### src/rtl/hazard_controller.sv
// -----------------------------------------------------------------------------
// hazard_controller
//
// Pipeline sequencing for the 5-stage core. Produces the register-enable,
// bubble and flush controls for PC, IF/ID, ID/EX and EX/MEM from the decoded
// fields of the instructions currently in ID, EX and MEM.
//
//   - load-use hazard (load in EX, consumer in ID)  -> 1-cycle stall
//   - jr source hazard (producer in EX or MEM)      -> stall until clear
//   - branch taken, resolved in MEM                 -> flush IF/ID, ID/EX, EX/MEM
//   - multi-cycle mult/div in EX                    -> hold front end, bubble EX/MEM
//
// All control outputs are combinational from the FSM state and the inputs.
// Only the FSM state, the mult/div occupancy counter and the stall counter
// are registered.
//
// Ports
//   Clk           clock, every state update on the rising edge
//   Rst           synchronous active-high reset
//   rs_ID         rs field of the instruction in ID
//   rt_ID         rt field of the instruction in ID
//   UsesRt_ID     ID instruction reads rt as a source
//   JR_ID         ID instruction is jr
//   MulDiv_ID     ID instruction is mult/div
//   MemRead_IDEX  instruction in EX is a load
//   rt_IDEX       load destination in EX
//   RegWrite_EX   EX instruction writes a register
//   WriteReg_EX   EX destination register
//   RegWrite_MEM  MEM instruction writes a register
//   WriteReg_MEM  MEM destination register
//   PCSrc_MEM     branch taken, resolved in MEM
//   PCWrite       PC load enable
//   IFIDWrite     IF/ID load enable
//   IDEXWrite     ID/EX load enable
//   IDEX_Bubble   load zeroed controls into ID/EX (hazard stall)
//   IFID_Flush    load NOP into IF/ID
//   IDEX_Flush    load zeroed controls into ID/EX (branch flush)
//   EXMEM_Bubble  load zeroed controls into EX/MEM
//   MulDivBusy    FSM is in the MULDIV state
//   StallCount    saturating count of cycles with PCWrite=0
//
// State table
//   state     | meaning
//   ----------+--------------------------------------------------------------
//   ST_RUN    | normal flow; hazards and branch flushes evaluated each cycle
//   ST_MULDIV | mult/div held in ID/EX; front end frozen until counter hits 0
// -----------------------------------------------------------------------------
module hazard_controller #(
  parameter int MULDIV_LAT  = 4,
  parameter int STALL_CNT_W = 16
) (
  input  logic                   Clk,
  input  logic                   Rst,
  input  logic [4:0]             rs_ID,
  input  logic [4:0]             rt_ID,
  input  logic                   UsesRt_ID,
  input  logic                   JR_ID,
  input  logic                   MulDiv_ID,
  input  logic                   MemRead_IDEX,
  input  logic [4:0]             rt_IDEX,
  input  logic                   RegWrite_EX,
  input  logic [4:0]             WriteReg_EX,
  input  logic                   RegWrite_MEM,
  input  logic [4:0]             WriteReg_MEM,
  input  logic                   PCSrc_MEM,
  output logic                   PCWrite,
  output logic                   IFIDWrite,
  output logic                   IDEXWrite,
  output logic                   IDEX_Bubble,
  output logic                   IFID_Flush,
  output logic                   IDEX_Flush,
  output logic                   EXMEM_Bubble,
  output logic                   MulDivBusy,
  output logic [STALL_CNT_W-1:0] StallCount
);

  // The counter only ever holds values up to MULDIV_LAT-2; keep it at least
  // one bit wide so small latencies still elaborate cleanly.
  localparam int CNT_W = (MULDIV_LAT > 2) ? $clog2(MULDIV_LAT - 1) : 1;
  localparam logic [CNT_W-1:0] CNT_INIT =
    CNT_W'((MULDIV_LAT >= 2) ? (MULDIV_LAT - 2) : 0);
  localparam bit MULDIV_MULTI = (MULDIV_LAT > 1);

  typedef enum logic {
    ST_RUN    = 1'b0,
    ST_MULDIV = 1'b1
  } state_t;

  state_t           state;
  state_t           state_nxt;
  logic [CNT_W-1:0] busy_cnt;
  logic [CNT_W-1:0] busy_cnt_nxt;

  logic             load_use;
  logic             jr_hazard;
  logic             stall_sat;

  // ---------------------------------------------------------------------------
  // Hazard terms
  // ---------------------------------------------------------------------------
  // A load into $0 never creates a dependency, hence the rt_IDEX != 0 guard.
  assign load_use = MemRead_IDEX && (rt_IDEX != 5'd0) &&
                    ((rt_IDEX == rs_ID) || (UsesRt_ID && (rt_IDEX == rt_ID)));

  // jr reads rs in ID, so it must wait for any producer still in EX or MEM.
  // Naturally lasts up to two cycles as the producer walks EX -> MEM -> WB.
  assign jr_hazard = JR_ID && (rs_ID != 5'd0) &&
                     ((RegWrite_EX  && (WriteReg_EX  == rs_ID)) ||
                      (RegWrite_MEM && (WriteReg_MEM == rs_ID)));

  assign stall_sat = &StallCount;

  // ---------------------------------------------------------------------------
  // Control outputs and next-state decode
  // ---------------------------------------------------------------------------
  always_comb begin
    PCWrite      = 1'b1;
    IFIDWrite    = 1'b1;
    IDEXWrite    = 1'b1;
    IDEX_Bubble  = 1'b0;
    IFID_Flush   = 1'b0;
    IDEX_Flush   = 1'b0;
    EXMEM_Bubble = 1'b0;
    MulDivBusy   = 1'b0;
    state_nxt    = state;
    busy_cnt_nxt = busy_cnt;

    if (Rst) begin
      // Outputs stay at their pass-through values while reset is held.
      state_nxt    = ST_RUN;
      busy_cnt_nxt = '0;
    end else begin
      case (state)
        ST_RUN: begin
          if (PCSrc_MEM) begin
            // Everything younger than the branch is wrong-path, including a
            // mult/div sitting in ID, so it must not start the MULDIV hold.
            IFID_Flush   = 1'b1;
            IDEX_Flush   = 1'b1;
            EXMEM_Bubble = 1'b1;
          end else if (load_use || jr_hazard) begin
            // Freeze PC and IF/ID; ID/EX still loads, but it loads a bubble.
            PCWrite     = 1'b0;
            IFIDWrite   = 1'b0;
            IDEX_Bubble = 1'b1;
          end else if (MulDiv_ID && MULDIV_MULTI) begin
            // The mult/div advances into EX this cycle; the hold starts next.
            state_nxt    = ST_MULDIV;
            busy_cnt_nxt = CNT_INIT;
          end
        end

        ST_MULDIV: begin
          MulDivBusy = 1'b1;
          if (PCSrc_MEM) begin
            // The older branch in MEM kills the mult/div along with the rest.
            IFID_Flush   = 1'b1;
            IDEX_Flush   = 1'b1;
            EXMEM_Bubble = 1'b1;
            state_nxt    = ST_RUN;
            busy_cnt_nxt = '0;
          end else if (busy_cnt == '0) begin
            // Final EX cycle: let the result into EX/MEM and release the
            // front end in the same cycle.
            state_nxt = ST_RUN;
          end else begin
            PCWrite      = 1'b0;
            IFIDWrite    = 1'b0;
            IDEXWrite    = 1'b0;
            EXMEM_Bubble = 1'b1;
            busy_cnt_nxt = busy_cnt - CNT_W'(1);
          end
        end

        default: begin
          state_nxt    = ST_RUN;
          busy_cnt_nxt = '0;
        end
      endcase
    end
  end

  // ---------------------------------------------------------------------------
  // State, occupancy counter and stall statistics
  // ---------------------------------------------------------------------------
  always_ff @(posedge Clk) begin
    if (Rst) begin
      state      <= ST_RUN;
      busy_cnt   <= '0;
      StallCount <= '0;
    end else begin
      state    <= state_nxt;
      busy_cnt <= busy_cnt_nxt;
      if (!PCWrite && !stall_sat) begin
        StallCount <= StallCount + STALL_CNT_W'(1);
      end
    end
  end

endmodule

### config.mk
export PLATFORM = sky130hd
export DESIGN_NAME = hazard_controller
export DESIGN_NICKNAME = d
export VERILOG_FILES = /design/src/rtl/hazard_controller.sv
export SDC_FILE = /design/constraint.sdc
export NUM_CORES = 1
export LEC_CHECK = 0
export CAP_MARGIN = 20
export CORE_ASPECT_RATIO = 1.5
export CORE_MARGIN = 2
export CORE_UTILIZATION = 50
export DETAILED_ROUTE_END_ITERATION = 10
export DONT_BUFFER_PORTS = 1
export PLACE_DENSITY = 0.72
export SYNTH_ARGS = -nofsm -noshare
export SYNTH_HDL_FRONTEND = slang
export SYNTH_SLANG_ARGS = --single-unit
### constraint.sdc
create_clock -name Clk -period 4.6 [get_ports Clk]
set_input_delay 0.69 -clock Clk [delete_from_list [all_inputs] [get_ports Clk]]
set_output_delay 0.69 -clock Clk [all_outputs]
set_load 0.02 [all_outputs]
Yosys cells after proc, flatten, opt, wreduce, memory -nomap -nowiden
Cells that the tools add are included.
W data, S select, Z words.
{ "totals": {"regBits": 19, "word_cells": 63, "out_inout_bits": 24} }
{ "op_classes": {"n_eq_ne": 8, "mux": 31, "n_reduce_logical": 18, "bitwise_logic": 1, "n_addsub": 2} }
{ "op_table": {"columns": ["op", "count"], "rows": [
  ["$mux W1", 22],
  ["$eq A5 B5 Y1", 4],
  ["$add A16 B1 Y16 const B", 1],
  ["$reduce_and A16 Y1", 1],
  ["$mux W2", 5],
  ["$reduce_bool A5 Y1", 2],
  ["$logic_and A1 B1 Y1", 8],
  ["$ne A2 B2 Y1 const B", 3],
  ["$pmux W1 S2", 3],
  ["$pmux W2 S2", 1],
  ["$reduce_and A4 Y1", 1],
  ["$logic_or A1 B1 Y1", 3],
  ["$ne A3 B3 Y1 const B", 1],
  ["$logic_not A1 Y1", 2],
  ["$logic_not A2 Y1", 1],
  ["$sub A2 B1 Y2 const B", 1],
  ["$not A1 Y1", 1]
]} }

Longest topological paths before layout
Gate-level depths: netlist of run 1.
{ "logic_depth": {"word_depth": 11, "ltp_mapped": 9, "ltp_nobuf": 7} }

Worst setup path after synthesis of run 1
No wires, ideal clock.
{ "synth_path": {"path_kind": "in2out", "from": "in rs_ID[1]", "to": "out PCWrite", "required_time_ns": 3.910, "slack_ns": 1.707, "cell_stages": 7, "arrival_time_ns": 2.203, "path_buffers": 3, "path_cell_list": "or4_1 > o21ai_0 > o22a_1 > o21a_1 > buf_6 > buf_2 > buf_4"} }
{ "synth_between": {"elab_chain_len": 9} }
{ "synth_rtl": {"columns": ["element", "line_no", "text"], "rows": [
  ["from (decl)", "54", "input logic [4:0] rs_ID,"],
  ["$eq A5 B5 Y1, on equally long branches", "108, 109", null],
  ["$logic_and A1 B1 Y1, on equally long branches", "108, 109", null],
  ["$logic_or A1 B1 Y1", "108", "((RegWrite_EX && (WriteReg_EX == rs_ID)) ||"],
  ["$logic_and A1 B1 Y1", "107", "assign jr_hazard = JR_ID && (rs_ID != 5'd0) &&"],
  ["$logic_or A1 B1 Y1 (*)", "141", "end else if (load_use || jr_hazard) begin"],
  ["$mux W1 (*) (2 in series)", null, null],
  ["$pmux W1 S2 (*)", null, null],
  ["$mux W1 (*)", null, null],
  ["to (decl)", "66", "output logic PCWrite,"]
]} }
Mark *: on every way between the ends. The rest lies on a longest branch, timed or not.

Final worst setup path of run 1
Ends and elaborated chain as after synthesis.

==> flow_metrics.env, run 1 <==
export IMPL_ys_seq_area_share_pct=29.9
export IMPL_netlist_instances=158
export IMPL_grt_usage_pct=22.1
export IMPL_grt_pass1_wl_mm=5.04
export IMPL_drt_wirelength_per_cell_um=17.2
export IMPL_syn_area_mm2=0.00127
export IMPL_synth_edf_count=0
export IMPL_portBuffers=0
export IMPL_wirelength_mm=3.08
export IMPL_syn_nets=194
export IMPL_die_h_um=65.8
export IMPL_layout_setup_ws_ps=1310
export IMPL_synth_simple_area_share_pct=25.7
export IMPL_gp_congestion=0.811
export IMPL_ys_seq_elements=19
export IMPL_viasPerCell=6.73
export IMPL_post_dp_cell_area_mm2=0.00127
export IMPL_diodes=0
export IMPL_finClkSkew_ps=2.32
export IMPL_cts_sinks=19
export IMPL_synth_mux_area_share_pct=1.77
export IMPL_ant_nets=0
export IMPL_drcViolationCount=0
export IMPL_cts_resized=0
export IMPL_insertion_delay_ps=310
export IMPL_cts_tree="yes"
export IMPL_cts_max_level=1
export IMPL_fin_cells=179
export IMPL_synth_top_family_by_area="simple AND/OR/NAND/NOR gates"
export IMPL_antenna_found_initial=0
export IMPL_place_ws_ps=1320
export IMPL_die_x_um=45.2
export IMPL_drt_first_pass_iters=4
export IMPL_path_cells="or4_1 > o21ai_0 > o22a_1 > o21a_1 > buf_4"
export IMPL_critPathLaunchType="input pin"
export IMPL_leakage_uw=0.000415
export IMPL_min_period_ps=3290
export IMPL_drv_slew=0
export IMPL_max_stage_delay_ps=710
export IMPL_syn_avg_cell_area_um2=8.06
export IMPL_dpl_hpwl_mm=2.38
export IMPL_crit_fanout=25
export IMPL_finish_instance_area_mm2=0.00129
export IMPL_drtIter0Drc=35
export IMPL_rsz0062_at_grt="false"
export IMPL_syn_to_final_growth_pct=1.57
export IMPL_drive_gt1_share_pct=5.16
export IMPL_grt_pass1_vias=1237
export IMPL_endpoint_kind="output pin"
export IMPL_cts_hold_buf=0
export IMPL_cp_slowest_cell="o21a_1"
export IMPL_yosysMostFrequentCell="dfxtp_1"
export IMPL_clockBufferDepth=2
export IMPL_post_cts_setup_buffers=0
export IMPL_cellPowerDensity_mw_per_mm2=221
export IMPL_num_rows=22
export IMPL_core_mm2=0.00242
export IMPL_cts_clk_slew_worst_paths_ps=110
export IMPL_max_freq_mhz=304
export IMPL_grt_overflow=0
export IMPL_setup_violations=0
export IMPL_ios=58
export IMPL_ys_dominant_reg_cell="dfxtp_1"
export IMPL_relSlewSlack_pct=41.3
export IMPL_synth_area_leaders="dfxtp_1, xor2_1, or4_1"
export IMPL_hold_viol_final=0
export IMPL_synth_compound_area_share_pct=21.1
export IMPL_fin_crit_sh_pct=71.5
export IMPL_synth_top_area_share_pct=29.9
export IMPL_synth_top_cell_by_area="dfxtp_1"
export IMPL_dp_cells=175
export IMPL_initial_core_util_pct=52.6
export IMPL_hp_class="input pin to flop"
export IMPL_required_ps=3910
export IMPL_grt_max_degree=26
export IMPL_ctsRootBufferMaster="clkbuf_4"
export IMPL_ir_drop_v=0.000176
export IMPL_status="finished clean"
export IMPL_path_delay_family="compound AO/OA/AOI/OAI gates"
export IMPL_yosysUniqueCellTypes=36
export IMPL_fp_dieArea_mm2=0.00298
export IMPL_synthXorXnorAreaFrac_pct=13.8
export IMPL_cp_num_buf_inv=1
export IMPL_tightest_slew_ps=880
export IMPL_synthArstFlopShare_pct=0
export IMPL_layout_nets=192
export IMPL_arrival_ps=2600
export IMPL_yosys_warnings=0
export IMPL_tns_ps=0
export IMPL_cap_violations=0
export IMPL_cts_made_buffers=3
export IMPL_routed_via_count=1204
export IMPL_path_class="input pin to output pin"
export IMPL_synth_cells_most_frequent="dfxtp_1, xor2_1, nor2_1"
export IMPL_synthAdderAreaFrac_pct=1.96
sequential cells by signal, indices dropped and copies added (netlist names):
name        cells
StallCount     16
busy_cnt        2
state           1
metrics by stage:
| stage | hold WS [ps] | power, uW | utilization (%) |
|---|---|---|---|
| finish | 436 | 286 | 53.4 |
| global route | 439 | 293 | 53.4 |
| CTS | 439 | 286 | 53.4 |
| detailed placement | 474 | 202 | 52.3 |
| global placement | 457 | 201 | 52.3 |
| floorplan | 442 | 201 | - |
area by class of cell:
cell class	instances	area [um^2]
clock buffer	4	26.3
fill	239	1130
inverter	6	22.5
multi-input combinational	124	820
sequential	19	380
tap	24	30.0
timing repair buffer	2	15.0
routing by layer:
layer | global-route usage [%] | wire [um] | vias to the layer above
li1 | - | - | 587
met1 | 24.1 | 1100 | 568
met3 | 4.37 | 254 | 5
met4 | 12.1 | 55 | 0
met5 | 0 | 0 | -
met2 | 38.2 | 1680 | 44
worst reg2reg max path: stages, from the launching register on:
cell and delay (ps):
dfxtp_1 540, ha_1 230, nand3_1 140, nor2b_1 380
nand2_1 120, nor2_1 580, buf_4 320, nor3_1 80
mux2_2 310
report_power, final:
part | leakage (uW) | internal (uW) | switching (uW)
combinational | 0.000246 | 14.5 | 17.1
clock | 0.0000150 | 33.9 | 53.1
sequential | 0.000153 | 166 | 1.04
logic make-up after synthesis:
logic type | after synthesis
buffers and inverters | 15
AO/OA/AOI/OAI | 40
AND/OR/NAND/NOR | 60
multiplexers | 2
XOR/XNOR | 20
adder cells (fa/ha/maj) | 2
flip-flops | 19
path summary, 6_finish.rpt:
| path | slack, ps | to | cells after the start | startpoint |
|---|---|---|---|---|
| setup reg to reg | 1810 | StallCount[11] | 8 | StallCount[0] |
| hold reg to reg | 490 | busy_cnt[1] | 2 | busy_cnt[1] |
| hold / removal | 440 | StallCount[15] | 1 | Rst |
| setup / recovery | 1310 | PCWrite | 5 | rs_ID[1] |
cells in the final DEF, fill, tap and decap left out, types with 4 or more instances in the layout:
cell type  instances
nor2b_1            4
o31ai_1            8
dfxtp_1           19
nand2_1           10
xor2_1            17
nor2_1            13
nand3_1            6
a21oi_1           11
o21ai_0            7
inv_1              6
or4_1             10
nor4_1             4
(Power assumes the default switching activity.)
==> run 2, diff against run 1 <==
- clock period: 4.6 -> 3.12 ns (I/O delays scaled with it)
==> run 2 against run 1 <==
  * Critical path depth unchanged
  * Sequential share of layout area down 0.37 points
  * Highest routed layer unchanged
  * Largest power group unchanged
  * Die area unchanged
  * Combinational power up 49%
  * Non-clock buffer count up 2
  * Register-to-register slack worse by 1100 ps
==> flow_metrics.env, run 2 (synthesis results as in run 1) <==
export IMPL_status="finished clean"
export IMPL_syn_to_final_growth_pct=2.85
export IMPL_drv_slew=0
export IMPL_p_sw_share_pct=25.6
export IMPL_n_fill_cell=236
export IMPL_max_freq_mhz=402
export IMPL_gp_congestion=0.844
export IMPL_relSlewSlack_pct=49.7
export IMPL_routed_via_count=1178
export IMPL_critPathLaunchType="input pin"
export IMPL_cts_hold_buf=0
export IMPL_multi_input_area_um2=820
export IMPL_num_rows=22
export IMPL_cp_slowest_cell="or4_1"
export IMPL_cts_resized=0
export IMPL_path_cells="or4_1 > o21ai_0 > o22a_1 > o21a_1 > buf_4"
export IMPL_grt_usage_pct=21.9
export IMPL_core_mm2=0.00242
export IMPL_layout_nets=194
export IMPL_initial_core_util_pct=52.6
export IMPL_clockBufferDepth=2
export IMPL_post_cts_setup_buffers=0
export IMPL_wirelength_mm=3.04
export IMPL_die_x_um=45.2
export IMPL_place_ws_ps=396
export IMPL_final_common_cell="dfxtp_1"
export IMPL_ant_nets=0
export IMPL_path_class="input pin to output pin"
export IMPL_grt_overflow=0
export IMPL_rsz0062_at_grt="false"
export IMPL_regArea_um2=380
export IMPL_reg2reg_depth=8
export IMPL_holdPathStages=1
export IMPL_cellPowerDensity_mw_per_mm2=323
export IMPL_hp_class="input pin to flop"
export IMPL_antenna_found_initial=0
export IMPL_dpl_hpwl_mm=2.38
export IMPL_tightest_slew_ps=752
export IMPL_internal_power_uw=315
export IMPL_top_regs="StallCount: 16 flops, busy_cnt: 2 flops, state: 1 flops"
export IMPL_insertion_delay_ps=310
export IMPL_cts_clk_slew_worst_paths_ps=110
export IMPL_fin_crit_sh_pct=79.7
export IMPL_endpoint_kind="output pin"
export IMPL_required_ps=2650
export IMPL_drtIter0Drc=31
export IMPL_leakage_uw=0.000426
export IMPL_viasPerCell=6.51
export IMPL_cts_sinks=19
export IMPL_layout_setup_ws_ps=635
export IMPL_ctsRootBufferMaster="clkbuf_4"
export IMPL_drcViolationCount=0
export IMPL_path_delay_family="compound AO/OA/AOI/OAI gates"
export IMPL_drt_first_pass_iters=5
export IMPL_setup_violations=0
export IMPL_p_clk_share_pct=30.6
export IMPL_pwr_share_comb_pct=11.1
export IMPL_p_switching_uw=108
export IMPL_p_seq_share_pct=58.2
export IMPL_ios=58
export IMPL_ir_drop_v=0.000234
export IMPL_grt_pass1_wl_mm=4.87
export IMPL_portBuffers=0
export IMPL_die_h_um=65.8
export IMPL_grt_pass1_vias=1126
export IMPL_diodes=0
export IMPL_tns_ps=0
export IMPL_top_register="StallCount"
export IMPL_cts_made_buffers=3
export IMPL_drive_gt1_share_pct=7.01
export IMPL_largest_reg_flops=16
export IMPL_fp_dieArea_mm2=0.00298
export IMPL_min_period_ps=2490
export IMPL_arrival_ps=2020
export IMPL_drt_wirelength_per_cell_um=16.8
export IMPL_finClkSkew_ps=3.05
export IMPL_cts_max_level=1
export IMPL_mostFrequentLayoutCells="dfxtp_1, xor2_1, nor2_1"
export IMPL_max_stage_delay_ps=510
export IMPL_cts_tree="yes"
export IMPL_grt_max_degree=23
export IMPL_hold_viol_final=0
export IMPL_cap_violations=0
export IMPL_cp_num_buf_inv=1
export IMPL_crit_fanout=17
export IMPL_cp_num_cells=5
[run 2: changes by cell type in the layout (fill, tap and decap cells not counted), sizes merged]
cell | previous run | this run
buf | 2 | 4
clkbuf | 4 | 3
clkinv | 0 | 1
[run 2: metrics by stage]
step / total power, uW / hold WS (ps) / cells / utilization, % / area, um^2
after CTS: 429 / 193 / 181 / 54.1 / 1310
after floorplan: 296 / 442 / 158 / - / 1270
after global routing: 443 / 179 / 181 / 54.1 / 1310
after global placement: 297 / 457 / 177 / 52.9 / 1280
final: 423 / 208 / 181 / 54.1 / 1310
after detailed placement: 299 / 478 / 177 / 52.9 / 1280
[run 2: metal layers]
layer / vias to the layer above / part of all wire (%) / track usage (%)
met5: - / 0 / 0
met4: 0 / 3.1 / 13.6
met3: 9 / 8.5 / 6.28
met2: 46 / 51 / 36.8
met1: 535 / 37 / 22.9
li1: 588 / - / -
[run 2: power by group through the flow]
stage | logic [uW] | registers, uW | clock network, uW
2_1_floorplan | 44.4 | 252 | 0
3_3_place_gp | 45.5 | 252 | 0
3_5_place_dp | 47.1 | 252 | 0
4_1_cts | 47.4 | 246 | 135
5_1_grt | 52.9 | 247 | 144
6_report | 47.1 | 246 | 130
[run 2: cell type report]
cell class | count | area share (%)
multi-input combinational | 124 | 62.6
sequential | 19 | 29.0
timing repair buffer | 4 | 2.29
tap | 24 | 2.29
clock buffer | 3 | 1.72
inverter | 6 | 1.72
clock inverter | 1 | 0.382
[run 2: final timing paths]
path                    start        endpoint  slack (ps)
setup reg to reg  busy_cnt[0]   StallCount[7]         730
hold / removal            Rst  StallCount[15]         210
setup / recovery   rt_IDEX[1]       IFIDWrite         630
hold reg to reg   busy_cnt[1]     busy_cnt[1]         490
[run 2: worst reg2reg max path: stages, from the launching register on]
cell and delay [ps]:
dfxtp_1 370, inv_1 60, ha_1 210, nor2_1 180
nand2_1 230, o21a_1 340, buf_4 260, or4_1 510
a21oi_1 170
==> run 3, diff against run 2 <==
- PLACE_DENSITY: 0.72 -> 0.75
- clock period: 3.12 -> 2.1 ns (I/O delays scaled with it)
==> run 3 against run 2 <==
  * Utilization grew 6.1 points
  * Die area is the same
  * Via count grew 8.7%
  * Register-to-register slack lost 600 ps
  * Largest power group unchanged
==> flow_metrics.env, run 3 (synthesis results as in run 1) <==
export IMPL_cts_sinks=19
export IMPL_die_x_um=45.2
export IMPL_layout_nets=209
export IMPL_min_period_ps=2030
export IMPL_clockBufferDepth=2
export IMPL_syn_to_final_growth_pct=14.5
export IMPL_finClkSkew_ps=13.1
export IMPL_final_common_cell="dfxtp_1"
export IMPL_post_route_util_pct=60.2
export IMPL_hold_ws_ps=47.7
export IMPL_portBuffers=0
export IMPL_path_class="input pin to output pin"
export IMPL_diodes=0
export IMPL_routed_via_count=1281
export IMPL_dp_cells=192
export IMPL_leakage_uw=0.000512
export IMPL_drv_slew=0
export IMPL_endpoint_kind="output pin"
export IMPL_max_freq_mhz=493
export IMPL_fp_dieArea_mm2=0.00298
export IMPL_drive_gt1_share_pct=16.9
export IMPL_drcViolationCount=0
export IMPL_cts_tree="yes"
export IMPL_grt_usage_pct=21.7
export IMPL_layout_setup_ws_ps=70.7
export IMPL_required_ps=1780
export IMPL_reg2reg_depth=7
export IMPL_drtIter0Drc=41
export IMPL_cp_endpoint="IFIDWrite"
export IMPL_r2r_end="StallCount[2]"
export IMPL_antenna_found_initial=0
export IMPL_initial_core_util_pct=52.6
export IMPL_ctsRootBufferMaster="clkbuf_4"
export IMPL_insertion_delay_ps=320
export IMPL_grt_pass1_wl_mm=4.77
export IMPL_relSlewSlack_pct=70.4
export IMPL_dpl_hpwl_mm=2.51
export IMPL_viasPerCell=6.54
export IMPL_wirelength_mm=3.19
export IMPL_cap_violations=0
export IMPL_critPathLaunchType="input pin"
export IMPL_status="finished clean"
export IMPL_grt_overflow=0
export IMPL_die_h_um=65.8
export IMPL_tightest_slew_ps=444
export IMPL_setup_violations=0
export IMPL_ant_nets=0
export IMPL_top_regs="StallCount: 16 flops, busy_cnt: 2 flops, state: 1 flops"
export IMPL_place_ws_ps=-176
export IMPL_drt_first_pass_iters=4
export IMPL_ios=58
export IMPL_mostFrequentLayoutCells="dfxtp_1, xor2_1, buf_4"
export IMPL_worstReg2RegStart="StallCount[6]"
export IMPL_arrival_ps=1710
export IMPL_cts_hold_buf=0
export IMPL_r2r_slack_ps=130
export IMPL_gp_congestion=0.772
export IMPL_finalPower_uw=638
export IMPL_grt_max_degree=29
export IMPL_startpoint="rs_ID[1]"
export IMPL_core_mm2=0.00242
export IMPL_cts_max_level=1
export IMPL_holdPathStages=1
export IMPL_cellPowerDensity_mw_per_mm2=437
export IMPL_drt_wirelength_per_cell_um=16.3
export IMPL_cts_clk_slew_worst_paths_ps=120
export IMPL_cts_resized=0
export IMPL_cts_made_buffers=3
export IMPL_fin_cells=196
export IMPL_fin_crit_sh_pct=96.6
export IMPL_largest_reg_flops=16
export IMPL_top_register="StallCount"
export IMPL_ir_drop_v=0.000332
export IMPL_hold_viol_final=0
export IMPL_post_cts_setup_buffers=0
export IMPL_grt_pass1_vias=1240
export IMPL_num_rows=22
export IMPL_crit_fanout=28
export IMPL_rsz0062_at_grt="false"
export IMPL_hp_class="input pin to flop"
==> run 3: changes by cell type in the layout (fill, tap and decap cells not counted) <==
| cell | change |
|---|---|
| buf_4 | +13 |
| nor4_2 | +1 |
| nor4_1 | -1 |
| buf_12 | +2 |
| nor2_1 | -2 |
| nor2_2 | +2 |
==> run 3: routing by layer <==
metal	track usage, %	part of all wire, %	up-vias
li1	-	-	623
met1	18.3	35	591
met2	43.2	53	62
met3	5.46	11	5
met4	9.93	1.7	0
met5	0	0	-
==> run 3: how the worst min path moves through the flow <==
| stage | startpoint | endpoint | slack (ps) |
|---|---|---|---|
| 3_3_place_gp | Rst | StallCount[8] | 390 |
| 2_1_floorplan | busy_cnt[1] | busy_cnt[1] | 440 |
| 4_1_cts | Rst | StallCount[14] | 40 |
| 3_5_place_dp | Rst | StallCount[8] | 390 |
| 5_1_grt | Rst | StallCount[7] | 30 |
| 6_report | Rst | StallCount[14] | 50 |
==> run 3: area by class of cell <==
cell class | instances | area (um^2)
Clock buffer | 3 | 22.5
Clock inverter | 1 | 5.00
Fill cell | 219 | 963
Inverter | 6 | 22.5
Multi-Input combinational cell | 124 | 831
Sequential cell | 19 | 380
Tap cell | 24 | 30.0
Timing Repair Buffer | 19 | 168
==> run 3: per-stage QoR <==
| step | TNS (ps) | cell area [um^2] |
|---|---|---|
| final | 0 | 1460 |
| after global routing | 0 | 1460 |
| after CTS | 0 | 1460 |
| after detailed placement | -1520 | 1430 |
| after global placement | -677 | 1430 |
| after floorplan | -21.5 | 1290 |
==> run 3: critical path, cell delays in order <==
cell and delay, ps:
or4_1 490, o21ai_0 200, o22a_1 180, o21a_1 160, buf_12 170, buf_4 190
==> run 3: power breakdown <==
group	switching, uW	total [uW]	internal, uW
Combinational	39.0	75.5	36.5
Clock	125	197	71.5
Sequential	1.49	365	364
Total	166	638	472
